File: src/rtl/ahb_master_arbiter.sv
// ahb_master_arbiter: three-master round-robin arbiter in front of a single
// AHB-to-APB bridge. It owns the address-phase grant, tracks the data-phase
// owner, and muxes the selected master onto the bridge-side AHB signals.
module ahb_master_arbiter #(
  parameter int MAX_BEATS = 8
) (
  input  logic        clk,
  input  logic        reset,
  input  logic [2:0]  m_req,
  input  logic [95:0] m_Haddr,
  input  logic [5:0]  m_Htrans,
  input  logic [2:0]  m_Hwrite,
  input  logic [95:0] m_Hwdata,
  output logic [2:0]  m_grant,
  output logic [2:0]  m_Hready,
  output logic [31:0] Haddr,
  output logic [1:0]  Htrans,
  output logic        Hwrite,
  output logic [31:0] Hwdata,
  output logic        Hreadyin,
  input  logic        Hreadyout
);

  localparam int            CW      = $clog2(MAX_BEATS + 1);
  localparam logic [CW-1:0] MAX_CNT = CW'(MAX_BEATS);
  localparam logic [1:0]    TR_IDLE = 2'b00;
  localparam logic [1:0]    TR_SEQ  = 2'b11;

  typedef enum logic [0:0] {
    ST_IDLE  = 1'b0,
    ST_OWNED = 1'b1
  } state_t;

  state_t        state_r;
  state_t        state_nxt_s;
  logic [2:0]    grant_r;
  logic [2:0]    grant_nxt_s;
  logic [1:0]    start_r;
  logic [1:0]    start_nxt_s;
  logic [CW-1:0] cnt_r;
  logic [CW-1:0] cnt_nxt_s;
  logic [2:0]    downer_r;
  logic [2:0]    pick_s;
  logic          owner_req_s;
  logic          others_req_s;
  logic          rearb_s;

  // Round-robin pick: first requester found walking upward from 'start'
  // (wrapping 2 -> 0). Returns one-hot, or zero when nobody requests.
  function automatic logic [2:0] rr_pick(input logic [2:0] req, input logic [1:0] start);
    logic [2:0] pick;
    logic [1:0] idx;
    pick = 3'b000;
    idx  = (start == 2'd3) ? 2'd0 : start;
    for (int k = 0; k < 3; k++) begin
      pick[idx] = pick[idx] | (req[idx] & ~(|pick));
      idx       = (idx == 2'd2) ? 2'd0 : idx + 2'd1;
    end
    return pick;
  endfunction

  // Search start for the next arbitration: the master after the winner.
  function automatic logic [1:0] next_start(input logic [2:0] onehot);
    logic [1:0] nxt;
    case (onehot)
      3'b001:  nxt = 2'd1;
      3'b010:  nxt = 2'd2;
      3'b100:  nxt = 2'd0;
      default: nxt = 2'd0;
    endcase
    return nxt;
  endfunction

  // Select one 32-bit lane of a packed three-master bus by a one-hot owner.
  function automatic logic [31:0] sel32(input logic [2:0] oh, input logic [95:0] bus);
    logic [31:0] v;
    case (oh)
      3'b001:  v = bus[31:0];
      3'b010:  v = bus[63:32];
      3'b100:  v = bus[95:64];
      default: v = 32'h0000_0000;
    endcase
    return v;
  endfunction

  // Address-phase mux: bridge sees only the granted master, idle otherwise.
  always_comb begin
    Haddr = sel32(grant_r, m_Haddr);
    case (grant_r)
      3'b001: begin
        Htrans = m_Htrans[1:0];
        Hwrite = m_Hwrite[0];
      end
      3'b010: begin
        Htrans = m_Htrans[3:2];
        Hwrite = m_Hwrite[1];
      end
      3'b100: begin
        Htrans = m_Htrans[5:4];
        Hwrite = m_Hwrite[2];
      end
      default: begin
        Htrans = TR_IDLE;
        Hwrite = 1'b0;
      end
    endcase
  end

  // Data-phase mux: write data follows the registered data-phase owner.
  always_comb begin
    Hwdata = sel32(downer_r, m_Hwdata);
  end

  // Ready is a straight broadcast from the bridge.
  always_comb begin
    Hreadyin = Hreadyout;
    m_Hready = {3{Hreadyout}};
  end

  // Owner status used by the re-arbitration decision.
  always_comb begin
    owner_req_s  = |(m_req & grant_r);
    others_req_s = |(m_req & ~grant_r);
    pick_s       = rr_pick(m_req, start_r);
  end

  // Next-state logic: arbitrate only when the bridge accepts the cycle; a
  // SEQ beat from the owner is never interrupted.
  always_comb begin
    state_nxt_s = state_r;
    grant_nxt_s = grant_r;
    start_nxt_s = start_r;
    cnt_nxt_s   = cnt_r;
    rearb_s     = 1'b0;
    if (Hreadyout) begin
      case (state_r)
        ST_IDLE: begin
          if (|m_req) begin
            state_nxt_s = ST_OWNED;
            grant_nxt_s = pick_s;
            start_nxt_s = next_start(pick_s);
            cnt_nxt_s   = {CW{1'b0}};
          end else begin
            state_nxt_s = ST_IDLE;
            grant_nxt_s = 3'b000;
          end
        end
        ST_OWNED: begin
          rearb_s = (Htrans != TR_SEQ) &&
                    (!owner_req_s || (Htrans == TR_IDLE) ||
                     ((cnt_r >= MAX_CNT) && others_req_s));
          if (rearb_s) begin
            cnt_nxt_s = {CW{1'b0}};
            if (|m_req) begin
              state_nxt_s = ST_OWNED;
              grant_nxt_s = pick_s;
              start_nxt_s = next_start(pick_s);
            end else begin
              state_nxt_s = ST_IDLE;
              grant_nxt_s = 3'b000;
            end
          end else if (Htrans[1] && (cnt_r < MAX_CNT)) begin
            cnt_nxt_s = cnt_r + CW'(1);
          end else begin
            cnt_nxt_s = cnt_r;
          end
        end
        default: begin
          state_nxt_s = ST_IDLE;
          grant_nxt_s = 3'b000;
          cnt_nxt_s   = {CW{1'b0}};
        end
      endcase
    end else begin
      state_nxt_s = state_r;
    end
  end

  // Arbitration state: FSM, grant, round-robin start and beat counter.
  always_ff @(posedge clk or posedge reset) begin
    if (reset) begin
      state_r <= ST_IDLE;
      grant_r <= 3'b000;
      start_r <= 2'd0;
      cnt_r   <= {CW{1'b0}};
    end else begin
      state_r <= state_nxt_s;
      grant_r <= grant_nxt_s;
      start_r <= start_nxt_s;
      cnt_r   <= cnt_nxt_s;
    end
  end

  // Data-phase owner: the address owner moves into its data phase whenever
  // the bridge accepts a cycle, even if its request has since dropped.
  always_ff @(posedge clk or posedge reset) begin
    if (reset) begin
      downer_r <= 3'b000;
    end else if (Hreadyout) begin
      downer_r <= grant_r;
    end else begin
      downer_r <= downer_r;
    end
  end

  assign m_grant = grant_r;

endmodule

File: config.mk
export PLATFORM = sky130hd
export DESIGN_NAME = ahb_master_arbiter
export DESIGN_NICKNAME = d
export VERILOG_FILES = /design/src/rtl/ahb_master_arbiter.sv
export SDC_FILE = /design/constraint.sdc
export NUM_CORES = 1
export LEC_CHECK = 0
export ABC_AREA = 1
export CAP_MARGIN = 5
export CELL_PAD_IN_SITES_DETAIL_PLACEMENT = 0
export CELL_PAD_IN_SITES_GLOBAL_PLACEMENT = 2
export CORE_UTILIZATION = 10
export CTS_BUF_LIST = sky130_fd_sc_hd__clkbuf_4
export CTS_CLUSTER_DIAMETER = 80
export DETAILED_ROUTE_END_ITERATION = 8
export PLACE_DENSITY = 0.89
export SETUP_SLACK_MARGIN = 0.15
export SYNTH_ARGS = -nofsm -noshare
export SYNTH_HDL_FRONTEND = slang
export SYNTH_SLANG_ARGS = --single-unit
File: constraint.sdc
create_clock -name clk -period 1.9 [get_ports clk]
set_input_delay 0.19 -clock clk [delete_from_list [all_inputs] [get_ports clk]]
set_output_delay 0.19 -clock clk [all_outputs]
set_load 0.02 [all_outputs]
* After elaboration in Yosys (flattened, before gate mapping) *
Cells that the tools add are included.

cells by class
  $lt $le $gt $ge = 8
  multiply operators = 0
  divide/modulo/power cells = 0
  multiplexer cells = 41
  bitwise operators = 12
  reductions and logical operators = 17
  $add $sub $neg = 3
  eq/ne operators = 15
  shift-type cells = 0

operators by type and width
  cell                   count
  $pmux W32 S3           2
  $reduce_or A3 Y1       5
  $bmux W1 S2            6
  $mux W4                3
  $mux W1                11
  $mux W2                5
  $and A3 B3 Y3          3
  $eq A3 B1 Y1 const B   3
  $eq A3 B2 Y1 const B   3
  $lt A2 B3 Y1 const B   3
  $pmux W2 S2            2
  $pmux W4 S2            1
  $bwmux W3              2
  $demux W1 S2           3
  $eq A2 B2 Y1 const B   3
  $eq A3 B3 Y1 const B   2
  $ge A2 B1 Y1 const B   3
  $logic_and A1 B1 Y1    6
  $mux W3                2
  $pmux W2 S3            1
  $pmux W3 S2            1
  $add A2 B1 Y2 const B  2
  $add A4 B1 Y4 const B  1
  $ge A4 B4 Y1 const B   1
  15 further kinds       22

storage, ports and cells
  register bits = 13
  logic and storage cells = 101
  output and inout bits = 74
  memories kept = 0
  latch bits = 0
  bits in read-only memories = 0
  RAM bits = 0
  input port bits = 207

* Longest topological paths before layout *
  depth after elaboration = 22
  depth in mapped cells = 16
  mapped depth without buffers = 16

* Least setup slack after synthesis *
Ideal clock, no wire load.

  path type = reg-to-reg
  from = register grant_r[2] (netlist: m_grant[2])
  to = register grant_r[1] (netlist: m_grant[1])
  required time = 1.773 ns
  clock period less this slack = 2.003 ns
  arrival time = 1.876 ns
  setup slack = -0.103 ns
  stages on the path, launching flop included = 12
  library setup time = 0.127 ns
  cells stage by stage = dfrtp_1 buf_2 nor3_2 nand2_1 nand3_1 nand2_1 nand2_1 nand2_1 nand2_1 nor2_1 nand3_1 o21ai_0

between the ends
  cells in the longest elaborated chain, start to end = 8

RTL lines
  item                                        line  text
  start: declaration                          36    logic [2:0] grant_r;
  start signal: assignment                    188   grant_r <= grant_nxt_s;
  $eq A3 B3 Y1, or another cell as far along  89    case (grant_r)
  $pmux W2 S3 *                               89
  named net Htrans[0]                         17    output logic [1:0] Htrans,
  $logic_not A2 Y1                            150   (!owner_req_s || (Htrans == TR_IDLE) ||
  $logic_or A1 B1 Y1 (2 in series)            150
  $logic_and A1 B1 Y1 *                       149   rearb_s = (Htrans != TR_SEQ) &&
  $ne A2 B1 Y1 (no source line) *             n/a
  $reduce_and A2 Y1 (no source line) *        n/a

The timed path passes the listed nets; every way through them passes the cells marked *.
A chain may end at the register's enable or synchronous reset.

* Worst setup path after layout *
  from = register start_r[1]
  to = register start_r[1]

between the ends
  cells in the longest elaborated chain, start to end = 22

RTL lines
  item                                                                   line      text
  start: declaration                                                     38        logic [1:0] start_r;
  start signal: assignment                                               189       start_r <= start_nxt_s;
  parallel branches: the longest is 19 deep, another holds $lt A2 B3 Y1  n/a
  $mux W2 *                                                              138, 154
  $mux W2                                                                152       if (rearb_s) begin
  $pmux W2 S2 *                                                          136       case (state_r)

Every way passes the cells marked *. The select of a mux whose other input is x is not followed.

==> load_flow_metrics.sql <==
INSERT INTO impl_metrics (metric_group, metric, value, unit) VALUES
('power_and_ir_drop', 'power', '9.48', 'mW'),
('yosys', 'synth.distinct_cells', '24', ''),
('clocking', 'cts.sink_count', '13', ''),
('placed_design', 'dp_hpwl', '11.4', 'mm'),
('yosys', 'yosys_warnings', '0', ''),
('timing', 'fin_worst_hold_slack', '0.262', 'ns'),
('status', 'failed_checks', 'negative setup slack', ''),
('global_route', 'grt_pass1_vias', '4235', ''),
('timing', 'rsz0062_at_grt', 'true', ''),
('worst_setup_path', 'regToRegSetupSlack', '-0.15', 'ns'),
('worst_setup_path', 'critPathLaunchType', 'flop', ''),
('worst_setup_path', 'critical_setup_path_class', 'flop to flop', ''),
('drt', 'average_vias_per_placed_instance', '4.10', ''),
('clocking', 'cts_tree', 'built', ''),
('status', 'run_status', 'finished, violations left', ''),
('timing', 'timing.final.ws_setup', '-0.147', 'ns'),
('yosys', 'synth_top_area_share', '0.413', ''),
('timing', 'period_share', '1.08', ''),
('run', 'max_cap_viol_count', '0', ''),
('worst_setup_path', 'cp_data_arrival_time', '2.26', 'ns'),
('yosys', 'post_synth_instance_area', '2210', 'um2'),
('drt', 'firstDrtPassIters', '4', ''),
('drt', 'totalWireLength', '17.4', 'mm'),
('clocking', 'maximum_number_of_buffers_from_clock_root_to_sink', '2', ''),
('floorplanning', 'core_area', '21800', 'um2'),
('global_route', 'gr-usage-met1', '0.118', ''),
('layout', 'p_r_area_growth_vs_syn', '256', '%'),
('layout', 'drive_above_1_share', '0.491', ''),
('worst_setup_path', 'worstSetupPathDepth', '14', ''),
('yosys', 'postSynthCellCount', '442', ''),
('yosys', 'syn-mean-instance-area', '5.00', 'um2'),
('global_route', 'gr-usage-all-layers', '0.126', ''),
('floorplanning', 'design.die.area', '22700', 'um2'),
('timing', 'slew_margin_rel', '0.637', ''),
('timing', 'slew_viol_final', '0', ''),
('yosys', 'ff_latch_count_synth', '13', ''),
('worst_setup_path', 'critPathTopFamily', 'simple AND/OR/NAND/NOR gates', ''),
('worst_setup_path', 'cp_buf_inv_count', '1', ''),
('floorplanning', 'height_of_the_chip', '151', 'um'),
('clocking', 'clock_latency', '0.28', 'ns'),
('worst_setup_path', 'worst-path-max-fanout', '3', ''),
('yosys', 'synth.most_common_cell', 'sky130_fd_sc_hd__nand2_1', ''),
('layout', 'num-nets-final', '1017', ''),
('placed_design', 'finalWeightedCongestion', '0.792', ''),
('worst_setup_path', 'crit_start', 'start_r[1]', ''),
('global_route', 'grt.met2_usage', '0.267', ''),
('worst_setup_path', 'crit_path_top_delay_cell', 'sky130_fd_sc_hd__dfrtp_1', ''),
('worst_setup_path', 'regToRegEndpoint', 'start_r[1]', ''),
('clocking', 'cts.clk_slew.worst_paths', '0.09', 'ns'),
('layout', 'stdcell_count', '1085', ''),
('yosys', 'synth_commonest_cells', 'sky130_fd_sc_hd__nand2_1, sky130_fd_sc_hd__nand3_1, sky130_fd_sc_hd__inv_1, sky130_fd_sc_hd__clkbuf_1, sky130_fd_sc_hd__dfrtp_1', ''),
('global_route', 'global_route.overflow_total', '0', ''),
('power_and_ir_drop', 'power_leakage', '4.02', 'nW'),
('timing', 'hold_viol_final', '0', ''),
('placed_design', 'io_buffer_count', '280', ''),
('yosys', 'count_of_flip_flops_with_a_built_in_enable_after_synthesis', '0', ''),
('floorplanning', 'chipWidth', '151', 'um'),
('worst_setup_path', 'worst-endpoint-required', '2.11', 'ns'),
('timing', 'post_route_skew', '0.00322', 'ns'),
('timing', 'final_number_of_setup_violating_endpoints', '35', ''),
('yosys', 'synth-main-ff-cell', 'sky130_fd_sc_hd__dfrtp_1', ''),
('timing', 'fmax', '0.489', 'GHz'),
('yosys', 'synth.area.top_cells', 'sky130_fd_sc_hd__nand2_1, sky130_fd_sc_hd__nand3_1, sky130_fd_sc_hd__dfrtp_1', ''),
('worst_setup_path', 'timing.critical_path.to_type', 'flop', ''),
('worst_setup_path', 'crit_top_cell', 'sky130_fd_sc_hd__nand2_2', ''),
('yosys', 'synth-seq-area-share', '0.147', ''),
('yosys', 'synth.largest_area_cell', 'sky130_fd_sc_hd__nand2_1', ''),
('global_route', 'routing_usage_on_met3', '0.0282', ''),
('global_route', 'grt_start_max_net_pins', '18', ''),
('floorplanning', 'num_rows', '54', ''),
('worst_setup_path', 'timing.critical_path.to', 'start_r[1]', '');
==> worst reg2reg max path: stages, from the launching register on <==
cell                       delay [ns]
sky130_fd_sc_hd__dfrtp_1         0.42
sky130_fd_sc_hd__buf_6           0.13
sky130_fd_sc_hd__ha_4            0.29
sky130_fd_sc_hd__nand2_2         0.05
sky130_fd_sc_hd__nand2_2         0.06
sky130_fd_sc_hd__nand2_2         0.06
sky130_fd_sc_hd__a21oi_2         0.20
sky130_fd_sc_hd__nand3_2         0.10
sky130_fd_sc_hd__nand2_2         0.09
sky130_fd_sc_hd__nor2_1          0.05
sky130_fd_sc_hd__nand2_1         0.13
sky130_fd_sc_hd__nand4_1         0.12
sky130_fd_sc_hd__nand2_2         0.11
sky130_fd_sc_hd__nand2_1         0.05
sky130_fd_sc_hd__o21bai_1        0.13
==> area by class of cell <==
| class | instances | area, um2 | area share |
|---|---|---|---|
| Antenna cell | 1 | 2.50 | 0.000318 |
| Clock buffer | 3 | 22.5 | 0.00286 |
| Clock inverter | 1 | 5.00 | 0.000636 |
| Inverter | 29 | 113 | 0.0143 |
| Multi-Input combinational cell | 374 | 2780 | 0.354 |
| Sequential cell | 13 | 332 | 0.0421 |
| Tap cell | 280 | 350 | 0.0445 |
| Timing Repair Buffer | 384 | 4260 | 0.542 |
==> metrics by stage <==
stage	area [um2]	utilization	TNS [ns]	setup WS [ns]
floorplan	2300	-	0	0.0552
global placement	5740	0.264	-3.73	-0.154
detailed placement	5740	0.264	-3.74	-0.135
CTS	6450	0.297	-0.577	-0.0663
global route	7870	0.362	-6.44	-0.252
finish	7870	0.362	-1.94	-0.147
==> report_power, final <==
part           internal (mW)  total [mW]  switching (mW)
clock network         0.0782       0.185           0.107
logic                   4.49        8.80            4.30
registers              0.370       0.496           0.126
==> layout by cell type (no fill, tap or decap), types with 8 or more instances in the layout <==
cell                                n
sky130_fd_sc_hd__nand3_2           66
sky130_fd_sc_hd__buf_6             96
sky130_fd_sc_hd__inv_1             21
sky130_fd_sc_hd__clkdlybuf4s50_1  210
sky130_fd_sc_hd__nand2_1          122
sky130_fd_sc_hd__nand2_2           56
sky130_fd_sc_hd__buf_12            13
sky130_fd_sc_hd__nand2_4           65
sky130_fd_sc_hd__clkbuf_16         10
sky130_fd_sc_hd__buf_4             42
sky130_fd_sc_hd__dfrtp_1            8
sky130_fd_sc_hd__nand3_1           12
==> sequential cells by signal, indices dropped and copies added, names as in the netlist <==
| name | count |
|---|---|
| cnt_r | 4 |
| downer_r | 3 |
| m_grant | 3 |
| start_r | 2 |
| state_r | 1 |
==> kinds of logic (layout without fill, tap and decap cells) <==
kind of cell	after synthesis	after routing	synth area share
other cells	0	1	0
compound gates	23	23	0.0623
flops	13	13	0.147
fa+ha+maj	5	5	0.0283
buf+inv	55	417	0.102
xor+xnor	2	2	0.00793
simple gates	344	344	0.652
==> per-layer routing <==
layer | routed length, um | part of all wire
met3 | 1640 | 0.094
met4 | 246 | 0.014
met1 | 5630 | 0.32
met5 | 0 | 0
met2 | 9910 | 0.57
==> what timing repair did <==
item	CTS	global route
resized for setup	440	281
endpoints found under the setup margin	79	78
gates cloned	7	10
hold buffers	0	0
setup buffers	27	20
pin swaps	23	62
==> worst min-delay path by stage <==
stage	to	slack, ns
finish	downer_r[2]	0.26
global route	downer_r[2]	0.31
CTS	downer_r[2]	0.30
detailed placement	cnt_r[1]	0.54
global placement	cnt_r[2]	0.52
floorplan	cnt_r[0]	0.07
(Power assumes the default switching activity.)
